File: src/rtl/lib_cpu.sv
// Shared CPU types: execute-stage result record, commit-stage state, default sizes.
package lib_cpu;

  localparam int unsigned XLEN              = 32;
  localparam int unsigned NREG_DEFAULT      = 16;
  localparam int unsigned MEM_WORDS_DEFAULT = 64;
  localparam int unsigned MEM_ADDR_W        = 6;

  typedef struct packed {
    logic [XLEN-1:0]       pc;
    logic                  w_rd;
    logic [XLEN-1:0]       x_rd;
    logic                  mem_w_req;
    logic [MEM_ADDR_W-1:0] mem_addr;
    logic [XLEN-1:0]       mem_val;
    logic                  intr_en;
    logic [XLEN-1:0]       intr_pc;
    logic [XLEN-1:0]       intr_vec;
    logic                  ack;
    logic                  w_req;
    logic [7:0]            w_data;
  } EXECUTE;

  typedef enum logic {
    RUN     = 1'b0,
    TX_WAIT = 1'b1
  } COMMIT_STATE;

endpackage

File: src/rtl/regfile_2r1w.sv
// Two-read/one-write register array; x0 reads as zero and is never written.
module regfile_2r1w
  import lib_cpu::*;
#(
  parameter int unsigned NREG  = NREG_DEFAULT,
  parameter int unsigned IDX_W = $clog2(NREG)
) (
  input  logic             clk,
  input  logic             rst_n,
  input  logic             we_i,
  input  logic [IDX_W-1:0] waddr_i,
  input  logic [XLEN-1:0]  wdata_i,
  input  logic [IDX_W-1:0] raddr1_i,
  input  logic [IDX_W-1:0] raddr2_i,
  output logic [XLEN-1:0]  rdata1_o,
  output logic [XLEN-1:0]  rdata2_o
);

  logic [XLEN-1:0] rf_q [NREG];

  always_ff @(posedge clk or negedge rst_n) begin
    if (!rst_n) begin
      for (int i = 0; i < int'(NREG); i++) rf_q[i] <= '0;
    end else if (we_i && (waddr_i != '0)) begin
      rf_q[waddr_i] <= wdata_i;
    end
  end

  // Reads see the pre-write value in the write cycle (no bypass).
  assign rdata1_o = (raddr1_i == '0) ? '0 : rf_q[raddr1_i];
  assign rdata2_o = (raddr2_i == '0) ? '0 : rf_q[raddr2_i];

endmodule

File: src/rtl/cpu_commit.sv
// Architectural-state commit stage: PC, regfile, data memory, interrupt SRs,
// UART transmit request with stall until the byte is accepted.
module cpu_commit
  import lib_cpu::*;
#(
  parameter int unsigned NREG      = NREG_DEFAULT,
  parameter int unsigned MEM_WORDS = MEM_WORDS_DEFAULT,
  parameter int unsigned IDX_W     = $clog2(NREG)
) (
  input  logic                  clk,
  input  logic                  rst_n,
  input  logic                  ex_valid,
  output logic                  ex_ready,
  input  EXECUTE                ex,
  input  logic [IDX_W-1:0]      rd_idx,
  input  logic [IDX_W-1:0]      rs1_idx,
  input  logic [IDX_W-1:0]      rs2_idx,
  output logic [XLEN-1:0]       x_rs1,
  output logic [XLEN-1:0]       x_rs2,
  input  logic [MEM_ADDR_W-1:0] mem_rd_addr,
  output logic [XLEN-1:0]       mem_rd_data,
  output logic [XLEN-1:0]       pc,
  output logic                  intr_en,
  output logic [XLEN-1:0]       intr_pc,
  output logic [XLEN-1:0]       intr_vec,
  output logic                  w_busy,
  output logic                  tx_valid,
  input  logic                  tx_ready,
  output logic [7:0]            tx_data,
  output logic                  intr_ack
);

  COMMIT_STATE     state_q, state_d;
  logic [XLEN-1:0] pc_q, pc_d;
  logic            intr_en_q, intr_en_d;
  logic [XLEN-1:0] intr_pc_q, intr_pc_d;
  logic [XLEN-1:0] intr_vec_q, intr_vec_d;
  logic            intr_ack_q, intr_ack_d;
  logic            tx_valid_q, tx_valid_d;
  logic [7:0]      tx_data_q, tx_data_d;
  logic            rf_we_c;
  logic            mem_we_c;
  logic [XLEN-1:0] mem_q [MEM_WORDS];

  // Next-state and commit decode.
  always_comb begin
    state_d    = state_q;
    pc_d       = pc_q;
    intr_en_d  = intr_en_q;
    intr_pc_d  = intr_pc_q;
    intr_vec_d = intr_vec_q;
    intr_ack_d = 1'b0;
    tx_valid_d = tx_valid_q;
    tx_data_d  = tx_data_q;
    rf_we_c    = 1'b0;
    mem_we_c   = 1'b0;
    case (state_q)
      RUN: begin
        if (ex_valid) begin
          pc_d       = ex.pc;
          intr_en_d  = ex.intr_en;
          intr_pc_d  = ex.intr_pc;
          intr_vec_d = ex.intr_vec;
          intr_ack_d = ex.ack;
          rf_we_c    = ex.w_rd;
          mem_we_c   = ex.mem_w_req;
          if (ex.w_req) begin
            tx_data_d  = ex.w_data;
            tx_valid_d = 1'b1;
            state_d    = TX_WAIT;
          end
        end
      end
      TX_WAIT: begin
        if (tx_ready) begin
          tx_valid_d = 1'b0;
          state_d    = RUN;
        end
      end
      default: state_d = RUN;
    endcase
  end

  always_ff @(posedge clk or negedge rst_n) begin
    if (!rst_n) begin
      state_q    <= RUN;
      pc_q       <= '0;
      intr_en_q  <= 1'b0;
      intr_pc_q  <= '0;
      intr_vec_q <= '0;
      intr_ack_q <= 1'b0;
      tx_valid_q <= 1'b0;
      tx_data_q  <= '0;
    end else begin
      state_q    <= state_d;
      pc_q       <= pc_d;
      intr_en_q  <= intr_en_d;
      intr_pc_q  <= intr_pc_d;
      intr_vec_q <= intr_vec_d;
      intr_ack_q <= intr_ack_d;
      tx_valid_q <= tx_valid_d;
      tx_data_q  <= tx_data_d;
    end
  end

  // Data memory held in flops so reset can clear every word.
  always_ff @(posedge clk or negedge rst_n) begin
    if (!rst_n) begin
      for (int i = 0; i < int'(MEM_WORDS); i++) mem_q[i] <= '0;
    end else if (mem_we_c) begin
      mem_q[ex.mem_addr] <= ex.mem_val;
    end
  end

  regfile_2r1w #(
    .NREG  (NREG),
    .IDX_W (IDX_W)
  ) u_rf (
    .clk      (clk),
    .rst_n    (rst_n),
    .we_i     (rf_we_c),
    .waddr_i  (rd_idx),
    .wdata_i  (ex.x_rd),
    .raddr1_i (rs1_idx),
    .raddr2_i (rs2_idx),
    .rdata1_o (x_rs1),
    .rdata2_o (x_rs2)
  );

  assign ex_ready    = (state_q == RUN);
  assign mem_rd_data = mem_q[mem_rd_addr];
  assign pc          = pc_q;
  assign intr_en     = intr_en_q;
  assign intr_pc     = intr_pc_q;
  assign intr_vec    = intr_vec_q;
  assign intr_ack    = intr_ack_q;
  assign tx_valid    = tx_valid_q;
  assign tx_data     = tx_data_q;
  assign w_busy      = tx_valid_q;

endmodule

File: config.mk
export PLATFORM = sky130hd
export DESIGN_NAME = cpu_commit
export DESIGN_NICKNAME = d
export VERILOG_FILES = /design/src/rtl/lib_cpu.sv /design/src/rtl/regfile_2r1w.sv /design/src/rtl/cpu_commit.sv
export SDC_FILE = /design/constraint.sdc
export NUM_CORES = 2
export LEC_CHECK = 0
export BUFFER_PORTS_ARGS = -buffer_cell sky130_fd_sc_hd__buf_2
export CELL_PAD_IN_SITES_DETAIL_PLACEMENT = 1
export CELL_PAD_IN_SITES_GLOBAL_PLACEMENT = 1
export CORE_MARGIN = 3
export CORE_UTILIZATION = 50
export DETAILED_ROUTE_END_ITERATION = 8
export PLACE_DENSITY_LB_ADDON = 0.1
export SLEW_MARGIN = 20
export SYNTH_ARGS = -nofsm -noshare
export SYNTH_HDL_FRONTEND = slang
export SYNTH_SLANG_ARGS = --single-unit
export TNS_END_PERCENT = 50
File: constraint.sdc
create_clock -name clk -period 4.29 [get_ports clk]
set_input_delay 0.6435 -clock clk [delete_from_list [all_inputs] [get_ports clk]]
set_output_delay 0.6435 -clock clk [all_outputs]
set_load 0.05 [all_outputs]
# Word-level counts from Yosys, hierarchy flattened
# Cells that the tools add are included.
# Widths: inputs -> output; s select.
totals:
  inputBits: 201
  output_inout_bits: 205
  wordCells: 144
  register_bits: 2668
op_classes:
  reduce_logical: 9
  eq_ne: 3
  bitwise_logic: 6
  order_cmp: 7
  mux: 31
op_table:
  columns: ["op", "count"]
  rows:
  - ["$bwmux 2048", 1]
  - ["$bwmux 512", 1]
  - ["$mux 32", 10]
  - ["$bmux 32 s4", 2]
  - ["$bmux 32 s6", 1]
  - ["$demux 32 s6", 1]
  - ["$demux 32 s4", 1]
  - ["$ge 5x5->1 const B", 3]
  - ["$not 4->5", 3]
  - ["$ge 7x7->1 const B", 2]
  - ["$not 6->7", 2]
  - ["$mux 1", 12]
  - ["$logic_not 4->1", 2]
  - ["$lt 7x1->1 const B", 1]
  - ["$reduce_and 3->1", 2]
  - ["$lt 5x1->1 const B", 1]
  - ["$ne 2x2->1 const B", 2]
  - ["$pmux 1 s2", 2]
  - ["$reduce_bool 4->1", 1]
  - ["$logic_and 1x1->1", 3]
  - ["$ne 2x1->1 const B", 1]
  - ["$reduce_and 2->1", 1]
  - ["$not 1->1", 1]

# Logic depth before layout (Yosys ltp)
logic_depth:
  depth_word: 6
  ltp_mapped: 10
  mapped_depth_nobuf: 5

# By module
# A second synthesis with hierarchy kept.
hier_totals:
  hier_cells: 8032
  hier_area_um2: 122244.7
modules_own_cells:
  columns: ["mod", "seq_area_each_um2", "cells_per_inst", "area_each_um2", "instances"]
  rows:
  - ["cpu_commit", 53951.7, 6266, 96550.1, 1]
  - ["regfile_2r1w", 12036.5, 1766, 25694.6, 1]

# Worst setup path after synthesis
# No wires, ideal clock.
synth_path:
  path_kind: "input-to-output"
  start: "input port mem_rd_addr[1]"
  end: "output port mem_rd_data[2]"
  path_slack_ns: 0.179
  arrival_ns: 3.468
  required_time_ns: 3.647
  n_path_buf: 5
  path_stages: 9
  path_cell_list: "buf_2 buf_4 buf_2 buf_4 buf_2 a211oi_1 a21oi_1 a311oi_1 nor4_1"
synth_between:
  elab_chain_cells: 4
synth_lines:
  columns: ["item", "line", "rtl"]
  rows:
  - ["from (decl)", "cpu_commit.sv:20", "input logic [MEM_ADDR_W-1:0] mem_rd_addr,"]
  - ["$not 6->7 (implied by the code)", "cpu_commit.sv:131", "assign mem_rd_data = mem_q[mem_rd_addr];"]
  - ["$bmux 32 s6", "cpu_commit.sv:131", null]
  - ["$mux 32 (implied by the code) (2 in series)", "cpu_commit.sv:131", null]
  - ["to (decl)", "cpu_commit.sv:21", "output logic [XLEN-1:0] mem_rd_data,"]
# No other way between the ends. The select of a mux whose other input is x is not followed.

# Final worst setup path
# Ends and elaborated chain as after synthesis.

==> metrics.md <==
| Metric | Value |
|---|---|
| Sequential share of power | `45.4%` |
| Largest net degree at the start of global routing | `137` |
| CP max-delay cell | `a311oi_1` |
| Setup bufs post-CTS | `0` |
| IO Port Bufs | `405` |
| Sw Pwr | `0.0166 W` |
| Share of the synthesized area in the top cell type | `54.1%` |
| Vias in the first global route | `82200` |
| Site Rows | `181` |
| Antenna viol nets, final | `0` |
| Register area share after synthesis | `54.1%` |
| Warnings from Yosys | `0` |
| Total Routing Usage GR | `30.5%` |
| I/O Pins | `406` |
| WP data required | `3650 ps` |
| Post-layout minimum cycle time | `4220 ps` |
| Netlist cell types | `48` |
| Num CTS Buffers | `307` |
| Clock skew | `30.0 ps` |
| Main synth FF type | `dfrtp_1` |
| Area leader, netlist | `dfrtp_1` |
| Die Span X | `503 um` |
| CTS sink cnt | `2668` |
| Commonest non-fill, non-tap cell in the layout | `dfrtp_1` |
| Drt total wl | `382 mm` |
| Placeable Area | `0.244 mm^2` |
| Max Fanout on Critical Path | `40` |
| Max cap viols | `0` |
| Fin crit share | `98.4%` |
| Vias per inst | `6.37` |
| DR WL/cell | `32.6 um` |
| CTS tree | `done` |
| R2R setup slack | `930 ps` |
| Placed cell count | `11100` |
| Pleak | `67.2 nW` |
| Gp weighted congestion | `0.798` |
| Via count | `74600` |
| WS Path Type | `in2out` |
| Max Freq | `237 MHz` |
| Startpoint types | `input pin` |
| Register area | `0.0668 mm^2` |
| Comb pwr share | `14.0%` |
| Switch share | `26.0%` |
| Non-Filler Instances | `11700` |
| Final setup violation count | `0` |
| Clock power share | `40.5%` |
| Multi-input gate area | `0.0536 mm^2` |
| Nets | `8480` |
| Synth Instances | `7872` |
| Cell Pwr Density | `447 mW/mm^2` |
| CP max stage delay | `760 ps` |
| Largest cells by area after synthesis | `dfrtp_1 (54%), mux2_2 (23%), mux4_2 (15%), clkbuf_1 (1.3%), nand2_1 (1.0%)` |
| Starting Density | `50.5%` |
| Pre-Repair DR Iteration Count | `5` |
| Starting DRT DRC Count | `5313` |
| Fillers | `21800` |
| Syn_nets | `8073` |
| Clock Tree Buf Depth | `4` |
| Layout cells sized above 1 | `55.3%` |
| Synthesized flop and latch total | `2668` |
| Avg Inst Size Synth | `15.7 um^2` |
| Clock slew at reported path FFs | `50 ps` |
| Worst skew pair latency | `920 ps` |
| GR Overflow Total | `0` |
| Cell-internal power | `0.0470 W` |
| Status | `finished, final reports clean` |
| Die area | `0.253 mm^2` |
| Area grow syn2layout | `15.3%` |
| DRC Markers | `0` |
| Placed cell area | `0.131 mm^2` |
| H-tree level count | `5` |
| Most frequent cells in the layout | `dfrtp_1 (2668), mux2_2 (2520), mux4_2 (814)` |
| Crit path DAT | `3580 ps` |
| Die Ht | `503 um` |
| CP endpoint kind | `output pin` |
| Worst vdd ir | `0.456 mV` |
| Worst hold path class | `in2reg` |
| Crit-path cells | `buf_8 -> buf_12 -> buf_4 -> mux4_2 -> nand2b_1 -> a311oi_1 -> nor4_1 -> buf_2` |
| Area of the mapped netlist | `0.123 mm^2` |
| Global-route wire length before repair | `568 mm` |
| Least-Margin Pin Slew | `1250 ps` |
| Hpwl dp | `231 mm` |
| EDFF count, synth | `0` |
| Final Hold Viols | `0` |
| Clock Tree Root | `clkbuf_16` |
| Final instance area | `0.142 mm^2` |
| Rel. slew slack | `16.0%` |
| Ys async rst share | `100%` |
| RSZ-0062 raised after global routing | `false` |
| Slew Limit Fails | `0` |
| Initial antenna violation count | `42` |
==> synthesized netlist by cell type, drive strengths merged (3+ instances only) <==
cell / count
mux2i: 91
clkbuf: 412
or3: 4
o221ai: 33
buf: 405
nor3b: 5
nor2b: 95
nand4: 5
o22ai: 17
or2: 4
and2: 5
mux2: 2556
nand2b: 17
a22o: 20
nor4: 8
a31oi: 3
o21ai: 23
nand2: 340
a221o: 5
a211o: 5
a2bb2oi: 3
a211oi: 23
and3: 11
a21oi: 36
a221oi: 30
inv: 3
nand3: 42
nor3: 14
o22a: 6
nand3b: 3
a22oi: 69
dfrtp: 2668
o211a: 7
nor2: 78
mux4: 814
a311oi: 5
==> logic make-up after synthesis <==
group                  Yosys count  synth area share [%]
multiplexers                  3461                  38.9
AND/OR/NAND/NOR                637                  2.39
flip-flops                    2668                  54.1
buffers and inverters          820                  2.87
AO/OA/AOI/OAI                  286                  1.73
==> critical path, delay by kind of cell <==
family | cells | cell delay (ps)
AO/OA/AOI/OAI | 1 | 760
AND/OR/NAND/NOR | 2 | 370
multiplexers | 1 | 370
buffers and inverters | 4 | 1210
==> power groups by stage <==
stage          Sequential, W  Combinational (W)  Clock, W
5_1_grt               0.0291            0.00951    0.0274
4_1_cts               0.0288            0.00898    0.0262
2_1_floorplan         0.0294            0.00553         0
6_report              0.0289            0.00893    0.0257
3_3_place_gp          0.0290            0.00861         0
3_5_place_dp          0.0293            0.00886         0
==> flip-flops by register name, summed over array words and instances (netlist names) <==
signal / flops
intr_en: 1
intr_ack: 1
intr_pc: 32
mem_q: 2048
u_rf.rf_q: 512
tx_data: 8
tx_valid: 1
state_q: 1
pc: 32
intr_vec: 32
==> layer usage <==
metal / global-route usage, % / share of wire, % / vias to the layer above
li1: - / - / 30100
met1: 43.0 / 43 / 41500
met2: 48.9 / 48 / 2141
met3: 4.39 / 5.1 / 761
met4: 10.3 / 3.6 / 10
met5: 0 / 0.021 / -
==> path summary, 6_finish.rpt <==
kind | from | to | depth (start not counted)
setup reg to reg | state_q$_DFF_PN0_ | mem_q[297]$_DFFE_PN0P_ | 6
hold / removal | ex[79] | mem_q[1156]$_DFFE_PN0P_ | 2
hold reg to reg | u_rf.rf_q[492]$_DFFE_PN0P_ | u_rf.rf_q[492]$_DFFE_PN0P_ | 0
max in group asynchronous | rst_n | mem_q[780]$_DFFE_PN0P_ | 4
min in group asynchronous | rst_n | u_rf.rf_q[175]$_DFFE_PN0P_ | 2
setup / recovery | mem_rd_addr[1] | mem_rd_data[2] | 8
==> through the flow <==
| step | hold WS (ps) | total power [W] | setup WS [ps] | utilization (%) | setup TNS (ps) |
|---|---|---|---|---|---|
| final | 103 | 0.0636 | 66.6 | 58.2 | 0 |
| after global routing | 90.7 | 0.0660 | 31.3 | 58.2 | 0 |
| after CTS | 46.0 | 0.0641 | 88.2 | 58.2 | 0 |
| after detailed placement | 385 | 0.0381 | -194 | 53.7 | -389 |
| after global placement | 376 | 0.0377 | -181 | 53.7 | -468 |
| after floorplan | 348 | 0.0349 | 179 | - | 0 |
==> area by class of cell <==
class                           instances  area share (%)
Antenna cell                           17          0.0299
Clock buffer                          442            6.30
Clock inverter                         72           0.564
Inverter                                3         0.00792
Multi-Input combinational cell       4384            37.7
Sequential cell                      2668            46.9
Tap cell                             3202            2.82
Timing Repair Buffer                  915            5.65
==> repair_timing <==
action	CTS	global route
hold buffers	108	0
resized for setup	5	2
cloned	0	0
setup endpoints to repair	4	2
hold endpoints to repair	153	0
(Power assumes the default switching activity.)
